===== src/rtl/pkg_sfrs_definition.sv =====
// Shared SFR-level types for the timer peripheral: counting modes and FSM states.
package pkg_sfrs_definition;

  typedef enum logic [1:0] {
    FREE_RUN = 2'b00,
    PERIODIC = 2'b01,
    ONE_SHOT = 2'b10,
    RSVD     = 2'b11
  } tmr_mode_e;

  typedef enum logic [1:0] {
    IDLE = 2'b00,
    RUN  = 2'b01,
    DONE = 2'b10
  } tmr_state_e;

endpackage


===== src/rtl/tmr_prescaler.sv =====
// Programmable prescaler: divides enabled cycles by (psc+1) and emits a tick.
module tmr_prescaler #(
  parameter int PSC_W = 8
) (
  input  logic             sys_clk,
  input  logic             sys_rst,
  input  logic             en,
  input  logic             clr,
  input  logic [PSC_W-1:0] psc,
  output logic             tick
);

  logic [PSC_W-1:0] psc_cnt_q;
  logic [PSC_W-1:0] psc_cnt_d;

  // >= lets a lowered psc take effect on the very next enabled cycle
  assign tick = en & (psc_cnt_q >= psc);

  // prescaler count next-state
  always_comb begin
    psc_cnt_d = psc_cnt_q;
    if (clr) begin
      psc_cnt_d = {PSC_W{1'b0}};
    end else if (tick) begin
      psc_cnt_d = {PSC_W{1'b0}};
    end else if (en) begin
      psc_cnt_d = psc_cnt_q + PSC_W'(1);
    end else begin
      psc_cnt_d = psc_cnt_q;
    end
  end

  // prescaler count register
  always_ff @(posedge sys_clk or posedge sys_rst) begin
    if (sys_rst) begin
      psc_cnt_q <= {PSC_W{1'b0}};
    end else begin
      psc_cnt_q <= psc_cnt_d;
    end
  end

endmodule


===== src/rtl/timer_nbit_v2.sv =====
// N-bit general-purpose timer with prescaler, free-run/periodic/one-shot modes,
// NUM_CMP compare channels, one-cycle event pulses and sticky flags.
module timer_nbit_v2
  import pkg_sfrs_definition::*;
#(
  parameter int N       = 32,
  parameter int NUM_CMP = 2,
  parameter int PSC_W   = 8
) (
  input  logic                 sys_clk,
  input  logic                 sys_rst,
  input  logic                 sys_clk_en,
  input  logic                 start,
  input  logic                 stop,
  input  logic                 clr,
  input  logic                 ld,
  input  logic [N-1:0]         ld_val,
  input  logic [1:0]           mode,
  input  logic [N-1:0]         period,
  input  logic [PSC_W-1:0]     psc,
  input  logic [NUM_CMP*N-1:0] cmp_val,
  input  logic [NUM_CMP-1:0]   cmp_en,
  input  logic [NUM_CMP:0]     flag_clr,
  output logic [N-1:0]         cnt,
  output logic                 running,
  output logic [NUM_CMP-1:0]   cmp_event,
  output logic                 wrap_event,
  output logic [NUM_CMP-1:0]   cmp_flag,
  output logic                 wrap_flag
);

  tmr_state_e         state_q, state_d;
  logic [N-1:0]       cnt_q, cnt_d;
  logic               wrap_event_q, wrap_event_d;
  logic               wrap_flag_q, wrap_flag_d;
  logic [NUM_CMP-1:0] cmp_event_q, cmp_event_d;
  logic [NUM_CMP-1:0] cmp_flag_q, cmp_flag_d;

  logic               psc_en_s;
  logic               psc_tick_s;
  logic               tick_s;
  logic [N-1:0]       cnt_inc_s;
  logic [N-1:0]       cnt_tick_s;
  logic               wrap_s;
  logic               term_s;
  logic [NUM_CMP-1:0] cmp_hit_s;

  assign psc_en_s = (state_q == RUN) & sys_clk_en & ~stop;

  tmr_prescaler #(
    .PSC_W (PSC_W)
  ) u_prescaler (
    .sys_clk (sys_clk),
    .sys_rst (sys_rst),
    .en      (psc_en_s),
    .clr     (clr | ld),
    .psc     (psc),
    .tick    (psc_tick_s)
  );

  // Higher-priority pulses swallow the count tick of the same cycle.
  assign tick_s    = psc_tick_s & ~clr & ~ld & ~stop;
  assign cnt_inc_s = cnt_q + N'(1);

  // count value a tick would produce, plus wrap/terminal qualifiers
  always_comb begin
    cnt_tick_s = cnt_inc_s;
    wrap_s     = 1'b0;
    term_s     = 1'b0;
    case (tmr_mode_e'(mode))
      PERIODIC: begin
        if (cnt_q == period) begin
          cnt_tick_s = {N{1'b0}};
          wrap_s     = 1'b1;
        end else begin
          cnt_tick_s = cnt_inc_s;
          wrap_s     = (cnt_q == {N{1'b1}});
        end
      end
      ONE_SHOT: begin
        // terminal as soon as the displayed count would equal period
        if ((cnt_q == period) || (cnt_inc_s == period)) begin
          cnt_tick_s = period;
          wrap_s     = 1'b1;
          term_s     = 1'b1;
        end else begin
          cnt_tick_s = cnt_inc_s;
          wrap_s     = (cnt_q == {N{1'b1}});
        end
      end
      default: begin
        cnt_tick_s = cnt_inc_s;
        wrap_s     = (cnt_q == {N{1'b1}});
      end
    endcase
  end

  for (genvar i = 0; i < NUM_CMP; i++) begin : g_cmp
    assign cmp_hit_s[i] = cmp_en[i] & (cnt_tick_s == cmp_val[i*N +: N]);
  end

  // FSM next state, counter next value, events and flags
  always_comb begin
    state_d = state_q;
    if (stop) begin
      state_d = IDLE;
    end else if (start && (state_q != RUN)) begin
      state_d = RUN;
    end else if (tick_s && term_s) begin
      state_d = DONE;
    end else begin
      state_d = state_q;
    end

    cnt_d = cnt_q;
    if (clr) begin
      cnt_d = {N{1'b0}};
    end else if (ld) begin
      cnt_d = ld_val;
    end else if (start && !stop && (state_q == DONE)) begin
      cnt_d = {N{1'b0}};
    end else if (tick_s) begin
      cnt_d = cnt_tick_s;
    end else begin
      cnt_d = cnt_q;
    end

    wrap_event_d = tick_s & wrap_s;
    cmp_event_d  = cmp_hit_s & {NUM_CMP{tick_s}};
    wrap_flag_d  = wrap_event_d | (wrap_flag_q & ~flag_clr[NUM_CMP]);
    cmp_flag_d   = cmp_event_d | (cmp_flag_q & ~flag_clr[NUM_CMP-1:0]);
  end

  // state, count, event and flag registers
  always_ff @(posedge sys_clk or posedge sys_rst) begin
    if (sys_rst) begin
      state_q      <= IDLE;
      cnt_q        <= {N{1'b0}};
      wrap_event_q <= 1'b0;
      wrap_flag_q  <= 1'b0;
      cmp_event_q  <= {NUM_CMP{1'b0}};
      cmp_flag_q   <= {NUM_CMP{1'b0}};
    end else begin
      state_q      <= state_d;
      cnt_q        <= cnt_d;
      wrap_event_q <= wrap_event_d;
      wrap_flag_q  <= wrap_flag_d;
      cmp_event_q  <= cmp_event_d;
      cmp_flag_q   <= cmp_flag_d;
    end
  end

  assign cnt        = cnt_q;
  assign running    = (state_q == RUN);
  assign wrap_event = wrap_event_q;
  assign wrap_flag  = wrap_flag_q;
  assign cmp_event  = cmp_event_q;
  assign cmp_flag   = cmp_flag_q;

endmodule


===== config.mk =====
export PLATFORM = sky130hd
export DESIGN_NAME = timer_nbit_v2
export DESIGN_NICKNAME = d
export VERILOG_FILES = /design/src/rtl/pkg_sfrs_definition.sv /design/src/rtl/tmr_prescaler.sv /design/src/rtl/timer_nbit_v2.sv
export SDC_FILE = /design/constraint.sdc
export NUM_CORES = 1
export LEC_CHECK = 0
export CAP_MARGIN = 20
export CELL_PAD_IN_SITES_DETAIL_PLACEMENT = 1
export CELL_PAD_IN_SITES_GLOBAL_PLACEMENT = 2
export CORE_MARGIN = 2
export CORE_UTILIZATION = 27
export DETAILED_ROUTE_END_ITERATION = 10
export PLACE_DENSITY = 0.87
export SETUP_SLACK_MARGIN = 0.05
export SYNTH_ARGS = -nofsm -noshare
export SYNTH_HDL_FRONTEND = slang
export SYNTH_SLANG_ARGS = --single-unit

===== constraint.sdc =====
create_clock -name sys_clk -period 5.1 [get_ports sys_clk]
set_clock_uncertainty 0.15 [all_clocks]
set_input_delay 0.765 -clock sys_clk [delete_from_list [all_inputs] [get_ports sys_clk]]
set_output_delay 0.765 -clock sys_clk [all_outputs]
set_load 0.005 [all_outputs]

==> results of run 1 <==
-- logic make-up after synthesis --
family | after synthesis | share of synthesized area (%)
and+or+nand+nor | 236 | 22.7
AOI/OAI and AO/OA | 190 | 27.6
xor gates and xnor gates | 128 | 19.6
buffers and inverters | 86 | 6.76
DFF | 48 | 20.3
adders and majority gates | 12 | 2.54
muxes | 3 | 0.530
-- what timing repair did --
item | CTS | global route
hold endpoints to repair | 0 | 0
setup endpoints to repair | 0 | 4
hold buffers | 0 | 0
resized for setup | 0 | 4
-- worst paths after layout --
path                                           from                        to  slack [ns]  depth (start not counted)
max                                       period[6]              cmp_event[0]        0.17                         15
min                        u_prescaler.psc_cnt_q[7]  u_prescaler.psc_cnt_q[7]        0.37                          1
max reg2reg                                 cnt[24]              cmp_event[0]        0.27                         15
min reg2reg                u_prescaler.psc_cnt_q[7]  u_prescaler.psc_cnt_q[7]        0.37                          1
max in group asynchronous                   sys_rst                   cnt[14]        3.53                          3
min in group asynchronous                   sys_rst                    cnt[0]        0.81                          3
-- worst max-delay path: cells and delay by family --
family	cells	cell delay (ns)
XOR/XNOR	2	0.37
buffers and inverters	3	0.91
AO/OA/AOI/OAI	3	0.81
AND/OR/NAND/NOR	7	2.10
-- cell usage after synthesis, types with 12 or more instances --
master    number
xor2_1        71
a22o_1        70
nand2_1       57
xnor2_1       54
dfrtp_1       48
inv_1         37
nand3_1       27
nor2_1        27
o21ai_0       25
buf_2         22
nor4_1        22
clkbuf_1      19
nand4_1       19
nor3_1        16
a21oi_1       12
ha_1          12
-- metrics by stage --
step,std cells,TNS [ns],util (%)
final,1224,0,40.7
after floorplan,703,0,-
after CTS,1224,0,40.6
after detailed placement,1216,-0.245,39.9
after global placement,1216,0,39.9
after global routing,1224,0,40.7
-- layout make-up --
class	instances	area [um2]	area share [%]
multi-input combinational	569	4340	49.4
timing repair buffer	282	2610	29.7
sequential	48	1200	13.7
tap	280	350	3.98
clock buffer	7	143	1.62
inverter	37	139	1.58
clock inverter	1	7.51	0.0853
-- power by group --
| part | internal [mW] | switching [mW] |
|---|---|---|
| registers | 0.398 | 0.0388 |
| clock network | 0.196 | 0.154 |
| logic | 0.330 | 0.326 |
-- registers in the layout, indices dropped and copies added, names as in the netlist --
register / count
u_prescaler.psc_cnt_q: 8
wrap_flag: 1
cmp_event: 2
state_q: 2
wrap_event: 1
cmp_flag: 2
cnt: 32
-- routing by layer --
metal	up-vias	routed length, um
li1	3099	-
met1	3410	13300
met2	340	14200
met3	71	2050
met4	2	1120
met5	-	10
==> impl_metrics.csv, run 1 <==
group,metric,value,unit
status,outcome,"complete, no violations",
clock_network,postCtsSetupRepairBufs,0,
placed_design,dp_hpwl,25800,um
worst_setup_path,worst_path_max_delay_cell,"or4_4",
finish,area_delta_synth_final,49.0,%
clock_network,clkLatencyLatePin,0.30,ns
die,die_x,152,um
logic_synthesis,synthArstFlopShare,100,%
logic_synthesis,synth_top_area_share,20.3,%
placed_design,pre_cts_ws,-0.114,ns
logic_synthesis,syn_inst,703,
worst_setup_path,cp-start-kind,"primary input",
die,dieHeight,152,um
logic_synthesis,synth_area_leaders,"dfrtp_1 (20%), xor2_1 (11%), a22o_1 (10%), xnor2_1 (8.0%), nand2_1 (3.6%)",
finish,nNetsFinal,1105,
sta,setup_viol,0,
logic_synthesis,synth_edf_count,0,
global_route,grt_use_met3,4.51,%
logic_synthesis,synth_area,5900,um2
clock_network,h-tree-depth,2,
drt,wl_per_cell,25.1,um
clock_network,cts.reportedPaths.clkPinSlew,0.07,ns
global_route,grt_pass1_vias,7267,
clock_network,cts_buffers,5,
clock_network,clock-sinks,48,
finish,drive_gt1_share,15.5,%
pwr,p_per_area,164,nW/um2
worst_setup_path,worstSetupPathType,"in2reg",
sta,period_share,96.7,%
sta,rsz0062_at_grt,"yes",
drt,viasPerCell,5.66,
placed_design,port_buffers,188,
drt,drc,0,
pwr,p_leak,3.63,nW
die,core,21600,um2
finish,final_common_cell,"clkdlybuf4s50_1",
worst_setup_path,max_stage_delay,0.60,ns
sta,layout_min_cycle_time,4.93,ns
sta,max_slew.worst_pin.slew,0.852,ns
logic_synthesis,synth_nets,865,
drt,dr_total_vias,6922,
clock_network,cts_root_buf,"clkbuf_16",
drt,drtPass1Iterations,5,
die,io_pins,189,
sta,whs,0.370,ns
placed_design,placed_area,8620,um2
global_route,grt_use_met1,33.6,%
placed_design,gp_congestion,0.992,
logic_synthesis,ys.flop_type,"dfrtp_1",
finish,layout_common_cells,"clkdlybuf4s50_1 (188), buf_4 (92), xor2_1 (70), a22o_1 (70), nand2_1 (57)",
drt,final_antenna_net_count,0,
global_route,met2_usage,43.7,%
global_route,grt_overflow_total,0,
drt,wirelength,30800,um
logic_synthesis,syn_area_per_cell,8.40,um2
logic_synthesis,synth-seq-area-share,20.3,%
pwr,power,1.44,mW
logic_synthesis,yosysTopAreaCell,"dfrtp_1",
finish,antenna_cells,0,
drt,drt_iter0_markers,508,
sta,fmax,203,MHz
worst_setup_path,crit_arrival,4.97,ns
sta,relSlewSlack,43.1,%
pwr,peakVddDrop,0.000117,V
finish,nFillCells,2575,
die,initial_utilization,27.3,%
global_route,grt_max_degree,49,
flow_run,maxCapViolations,0,
sta,worst_slack,0.167,ns
global_route,top_usage_layer,"met2",
sta,final-hold-violation-count,0,
die,die_area,23100,um2
worst_setup_path,cp.required,5.14,ns
logic_synthesis,synth_cell_type_count,85,
worst_setup_path,cp-end-kind,"register",
clock_network,cts_tree,"done",
finish,final_area,8800,um2
global_route,antenna_found_initial,1,
worst_setup_path,path_max_fanout,7,
logic_synthesis,yosysWarnings,0,
sta,drv_slew,0,
global_route,grt_pass1_wl,46200,um
die,row_count,54,
clock_network,cts_max_path_buffers,2,
worst_setup_path,path_cells,"clkdlybuf4s50_1 > xor2_1 > nor4_1 > and4_1 > nand4_1 > a2111oi_4 > nand3_2 > o21ai_2 > buf_4 > a2bb2oi_2 > buf_4 > xor2_1 > nand4_1 > or4_4 > nor4_1",
min_path,hold_path_class,"reg2reg",
logic_synthesis,synth_seq_cells,48,
global_route,grt_usage,26.0,%
No activity file was read; power rests on OpenSTA's default activity.
==> run 2, diff against run 1 <==
==> constraint.sdc (replaced) <==
create_clock -name sys_clk -period 4.7 [get_ports sys_clk]
set_clock_uncertainty 0.15 [all_clocks]
set_input_delay 0.705 -clock sys_clk [delete_from_list [all_inputs] [get_ports sys_clk]]
set_output_delay 0.705 -clock sys_clk [all_outputs]
set_load 0.005 [all_outputs]
==> run 2 against run 1 <==
Effect of this change:
- cell area is 6.7% higher
- wire length is 3.7% higher
- die area stayed put
- cell count is 5.1% higher
- flip-flop and latch count stayed put
- critical path type unchanged
==> impl_metrics.csv, run 2 (synthesized netlist as in run 1, its figures left out) <==
group,metric,value,unit
pwr,p_leak,3.99,nW
sta,final-hold-violation-count,0,
flow_run,maxCapViolations,0,
clock_network,clock-sinks,48,
sta,fin_tns_setup,0,ns
placed_design,pre_cts_ws,-0.349,ns
global_route,grt_overflow_total,0,
clock_network,cts_tree,"done",
worst_setup_path,r2r_slack,0.21,ns
worst_setup_path,r2r-start,"cnt[13]",
pwr,sequentialPowerShare,28.3,%
worst_setup_path,worst_r2r_path_depth,15,
global_route,grt_usage,26.6,%
sta,drv_slew,0,
min_path,holdPathStages,1,
worst_setup_path,crit_arrival,4.60,ns
die,dieHeight,152,um
worst_setup_path,cp-start-kind,"primary input",
pwr,p_int,1.05,mW
finish,layout_common_cells,"clkdlybuf4s50_1 (186), buf_4 (153), a22o_1 (70)",
clock_network,h-tree-depth,2,
min_path,whs_endpoint,"wrap_flag",
placed_design,placed_area,9100,um2
finish,area_delta_synth_final,58.9,%
pwr,p_comb_share,47.5,%
drt,drc,0,
global_route,antenna_found_initial,0,
sta,fmax,220,MHz
sta,layout_min_cycle_time,4.55,ns
finish,nNetsFinal,1168,
clock_network,cts.reportedPaths.clkPinSlew,0.07,ns
clock_network,cts_max_path_buffers,2,
die,io_pins,189,
worst_setup_path,cp.required,4.75,ns
pwr,switching_share,36.2,%
worst_setup_path,cp-end-kind,"register",
die,initial_utilization,27.3,%
clock_network,cts_root_buf,"clkbuf_16",
finish,final_common_cell,"clkdlybuf4s50_1",
die,die_area,23100,um2
die,die_x,152,um
pwr,peakVddDrop,0.000163,V
pwr,switching_power,0.594,mW
clock_network,cts_buffers,5,
status,outcome,"complete, no violations",
clock_network,clkLatencyLatePin,0.30,ns
sta,setup_viol,0,
finish,drive_gt1_share,21.7,%
min_path,hold_path_class,"reg2reg",
pwr,power,1.64,mW
sta,max_slew.worst_pin.slew,0.699,ns
pwr,p_per_area,175,nW/um2
sta,whs,0.333,ns
die,row_count,54,
drt,final_antenna_net_count,0,
global_route,grt_pass1_vias,7480,
pwr,pwr-share-clk,24.2,%
sta,relSlewSlack,52.7,%
finish,largest_reg_flops,32,
finish,nFillCells,2563,
worst_setup_path,worstSetupPathType,"in2reg",
drt,drt_iter0_markers,480,
min_path,min_from,"wrap_flag",
worst_setup_path,path_max_fanout,9,
placed_design,dp_hpwl,26500,um
sta,worst_slack,0.150,ns
placed_design,port_buffers,188,
drt,viasPerCell,5.51,
finish,antenna_cells,0,
sta,rsz0062_at_grt,"yes",
worst_setup_path,regToRegEndpoint,"cmp_event[1]",
drt,wirelength,31900,um
placed_design,gp_congestion,0.977,
finish,final_area,9380,um2
drt,wl_per_cell,24.8,um
global_route,grt_max_degree,44,
drt,dr_total_vias,7093,
clock_network,cts-hold-fix-buffers,0,
sta,period_share,96.8,%
drt,drtPass1Iterations,5,
global_route,grt_pass1_wl,46700,um
die,core,21600,um2
==> run 2: changes by cell type in the layout (fill, tap and decap cells not counted), sizes merged <==
cell,change
buf,+63
clkbuf,-1
clkdlybuf4s50,-2
clkinvlp,+1
dlymetal6s2s,+2
==> run 2: worst max-delay path by stage <==
stage | startpoint | endpoint | cells past startpoint
finish | period[26] | cmp_event[1] | 14
global route | period[26] | cmp_flag[0] | 14
CTS | period[26] | cmp_flag[0] | 14
detailed placement | period[7] | cmp_flag[1] | 15
global placement | period[7] | cmp_event[1] | 15
floorplan | cnt[1] | cmp_flag[0] | 14
==> run 2: timing repair <==
action / 4_1_cts / 5_1_grt
buffers inserted: 0 / 2
resized for setup: 2 / 17
pin swaps: 0 / 6
endpoints found under the setup margin: 3 / 4
==> run 2: layout make-up <==
cell class                 instances  area [um2]  area share, %
clock inverter                     2        15.0          0.160
tap                              280         350           3.73
multi-input combinational        569        4420           47.1
inverter                          37         139           1.48
timing repair buffer             345        3120           33.2
clock buffer                       6         139           1.48
sequential                        48        1200           12.8
==> run 2: metrics by stage <==
| step | utilization (%) | instances |
|---|---|---|
| CTS | 42.9 | 1285 |
| floorplan | - | 703 |
| detailed placement | 42.1 | 1277 |
| finish | 43.4 | 1287 |
| global placement | 42.1 | 1277 |
| global route | 43.4 | 1287 |
==> run 2: metal layers <==
metal / track usage (%) / vias up / routed length, um
met3: 5.70 / 81 / 2230
met5: 0 / - / 0
met1: 33.5 / 3469 / 13200
li1: - / 3224 / -
met2: 44.4 / 319 / 15100
met4: 10.1 / 0 / 1330
==> run 2: worst max-delay path: stages <==
cell and delay [ns]:
clkdlybuf4s50_1 0.46, xnor2_1 0.17, or4_4 0.56, a2111oi_4 0.36, o22ai_2 0.15, a2111oi_4 0.30
nand3_2 0.15, o21a_4 0.30, buf_4 0.19, a22o_1 0.33, xor2_1 0.18, nor4_2 0.36
nand2_1 0.15, nor3_1 0.25
==> run 2: power groups by stage <==
stage	clock, mW	combinational [mW]	sequential [mW]
detailed placement	0	0.751	0.472
global placement	0	0.750	0.471
CTS	0.397	0.759	0.463
finish	0.397	0.778	0.464
global route	0.415	0.822	0.466
floorplan	0	0.330	0.458
==> run 3, diff against run 2 <==
--- a/config.mk
+++ b/config.mk
@@ -9,9 +9,9 @@
 export CELL_PAD_IN_SITES_DETAIL_PLACEMENT = 1
 export CELL_PAD_IN_SITES_GLOBAL_PLACEMENT = 2
 export CORE_MARGIN = 2
-export CORE_UTILIZATION = 27
+export CORE_UTILIZATION = 25
 export DETAILED_ROUTE_END_ITERATION = 10
-export PLACE_DENSITY = 0.87
+export PLACE_DENSITY = 0.85
 export SETUP_SLACK_MARGIN = 0.05
 export SYNTH_ARGS = -nofsm -noshare
 export SYNTH_HDL_FRONTEND = slang
==> constraint.sdc (replaced) <==
create_clock -name sys_clk -period 4.05 [get_ports sys_clk]
set_clock_uncertainty 0.15 [all_clocks]
set_input_delay 0.6075 -clock sys_clk [delete_from_list [all_inputs] [get_ports sys_clk]]
set_output_delay 0.6075 -clock sys_clk [all_outputs]
set_load 0.005 [all_outputs]
==> run 3 against run 2 <==
Effect of this change:
- the flow now finishes with violations (negative setup slack)
- clock-buffer cell count down 1
- sequential power is 16% higher
- cell count up 10%
- via count grew 7.7%
- worst setup slack got worse by 0.43 ns
- critical path type is now reg2reg
==> impl_metrics.csv, run 3 (synthesized netlist as in run 1, its figures left out) <==
group,metric,value,unit
status,outcome,"finished, violations left",
placed_design,dp_hpwl,28200,um
worst_setup_path,cp.required,4.12,ns
finish,final_common_cell,"buf_4",
drt,drt_iter0_markers,596,
clock_network,cts_root_buf,"clkbuf_16",
global_route,grt_usage,27.8,%
drt,drc,0,
sta,whs,0.340,ns
finish,utilization,46.2,%
worst_setup_path,r2r-start,"cnt[1]",
clock_network,clkLatencyLatePin,0.30,ns
worst_setup_path,path_cells,"buf_6 > ha_4 > buf_6 > and3_4 > nand4_1 > buf_4 > xnor2_2 > a211o_1 > nor4b_4 > buf_4 > o2111ai_4 > o21ai_2 > buf_6 > a2bb2oi_4 > xor2_1 > nand4_1 > or4_4 > o31ai_2",
clock_network,cts_buffers,5,
global_route,grt_overflow_total,0,
pwr,peakVddDrop,0.000176,V
worst_setup_path,regToRegEndpoint,"cmp_flag[0]",
clock_network,cts.reportedPaths.clkPinSlew,0.08,ns
sta,fmax,231,MHz
sta,final-hold-violation-count,0,
drt,wirelength,34900,um
sta,drv_slew,0,
finish,layout_common_cells,"buf_4 (230), clkdlybuf4s50_1 (168), a22o_1 (61)",
clock_network,h-tree-depth,2,
pwr,p_per_area,189,nW/um2
worst_setup_path,cp-end-kind,"register",
worst_setup_path,cp_top_family,"simple AND/OR/NAND/NOR gates",
clock_network,cts_max_path_buffers,2,
die,core,23300,um2
flow_run,maxCapViolations,0,
worst_setup_path,worst_path_most_repeated_cell,"buf_6",
sta,max_slew.worst_pin.slew,0.859,ns
worst_setup_path,startpoint,"cnt[1]",
worst_setup_path,crit_end,"cmp_flag[0]",
worst_setup_path,worst_path_max_delay_cell,"or4_4",
worst_setup_path,path_buf_inv,5,
global_route,antenna_found_initial,0,
drt,drtPass1Iterations,7,
die,die_area,24900,um2
status,violations,"negative setup slack",
die,row_count,56,
global_route,grt_pass1_wl,51200,um
worst_setup_path,r2r_slack,-0.28,ns
placed_design,port_buffers,188,
sta,layout_min_cycle_time,4.33,ns
worst_setup_path,worstSetupPathType,"reg2reg",
global_route,grt_max_degree,49,
sta,worst_slack,-0.285,ns
drt,dr_total_vias,7639,
die,dieHeight,158,um
drt,wl_per_cell,24.6,um
worst_setup_path,crit_cells,18,
die,initial_utilization,25.3,%
finish,area_delta_synth_final,82.4,%
sta,period_share,107,%
finish,antenna_cells,0,
finish,largest_reg_flops,32,
die,io_pins,189,
pwr,power,2.04,mW
min_path,hold_path_class,"reg2reg",
worst_setup_path,crit_arrival,4.40,ns
drt,viasPerCell,5.38,
worst_setup_path,path_max_fanout,5,
finish,drive_gt1_share,34.4,%
worst_setup_path,cp-start-kind,"register",
drt,final_antenna_net_count,0,
die,die_x,158,um
sta,rsz0062_at_grt,"yes",
placed_design,gp_congestion,0.972,
finish,nNetsFinal,1262,
sta,relSlewSlack,42.5,%
pwr,p_leak,4.68,nW
clock_network,cts_tree,"done",
worst_setup_path,worst_r2r_path_depth,18,
global_route,grt_pass1_vias,8119,
clock_network,clock-sinks,48,
worst_setup_path,max_stage_delay,0.59,ns
sta,setup_viol,4,
-- run 3: worst min path at each step --
stage / from / endpoint / slack (ns) / cells after the start
finish: wrap_flag / wrap_flag / 0.34 / 1
global placement: wrap_flag / wrap_flag / 0.32 / 1
detailed placement: wrap_flag / wrap_flag / 0.33 / 1
global route: wrap_flag / wrap_flag / 0.36 / 1
floorplan: u_prescaler.psc_cnt_q[7] / u_prescaler.psc_cnt_q[7] / 0.30 / 1
CTS: wrap_flag / wrap_flag / 0.34 / 1
-- run 3: metrics by stage --
| stage | cell area (um2) | worst slack (ns) | setup TNS (ns) | cells |
|---|---|---|---|---|
| after floorplan | 5900 | 0.117 | 0 | 703 |
| after global placement | 9730 | -0.877 | -11.89 | 1394 |
| after detailed placement | 9730 | -0.963 | -14.59 | 1394 |
| after CTS | 10500 | -0.182 | -0.552 | 1413 |
| after global routing | 10800 | -0.399 | -1.34 | 1420 |
| final | 10800 | -0.285 | -0.947 | 1420 |
-- run 3: report_power, final --
group | switching [mW] | total, mW | internal [mW]
combinational | 0.508 | 1.05 | 0.541
sequential | 0.0373 | 0.540 | 0.502
clock | 0.218 | 0.449 | 0.231
total | 0.764 | 2.04 | 1.27
-- run 3: layout make-up --
class / instances / area (um2)
Fill cell: 2742 / 12600
Multi-Input combinational cell: 570 / 4980
Timing Repair Buffer: 438 / 3890
Sequential cell: 48 / 1210
Tap cell: 319 / 399
Inverter: 37 / 139
Clock buffer: 5 / 125
Clock inverter: 3 / 23.8
-- run 3: routing by layer --
layer,global-route usage (%),share of wire (%),vias up
met1,35.9,42,3805
met5,0,0,-
met2,47.8,48,364
li1,-,-,3399
met3,4.05,6.8,71
met4,8.44,3.4,0
-- run 3: repair_timing --
| action | 4_1_cts | 5_1_grt |
|---|---|---|
| gates cloned | 2 | 0 |
| pin swaps | 48 | 27 |
| gates resized for setup | 105 | 35 |
| setup endpoints to repair | 28 | 9 |
| hold endpoints to repair | 0 | 0 |
| hold buffers | 0 | 0 |
| setup buffers | 10 | 6 |
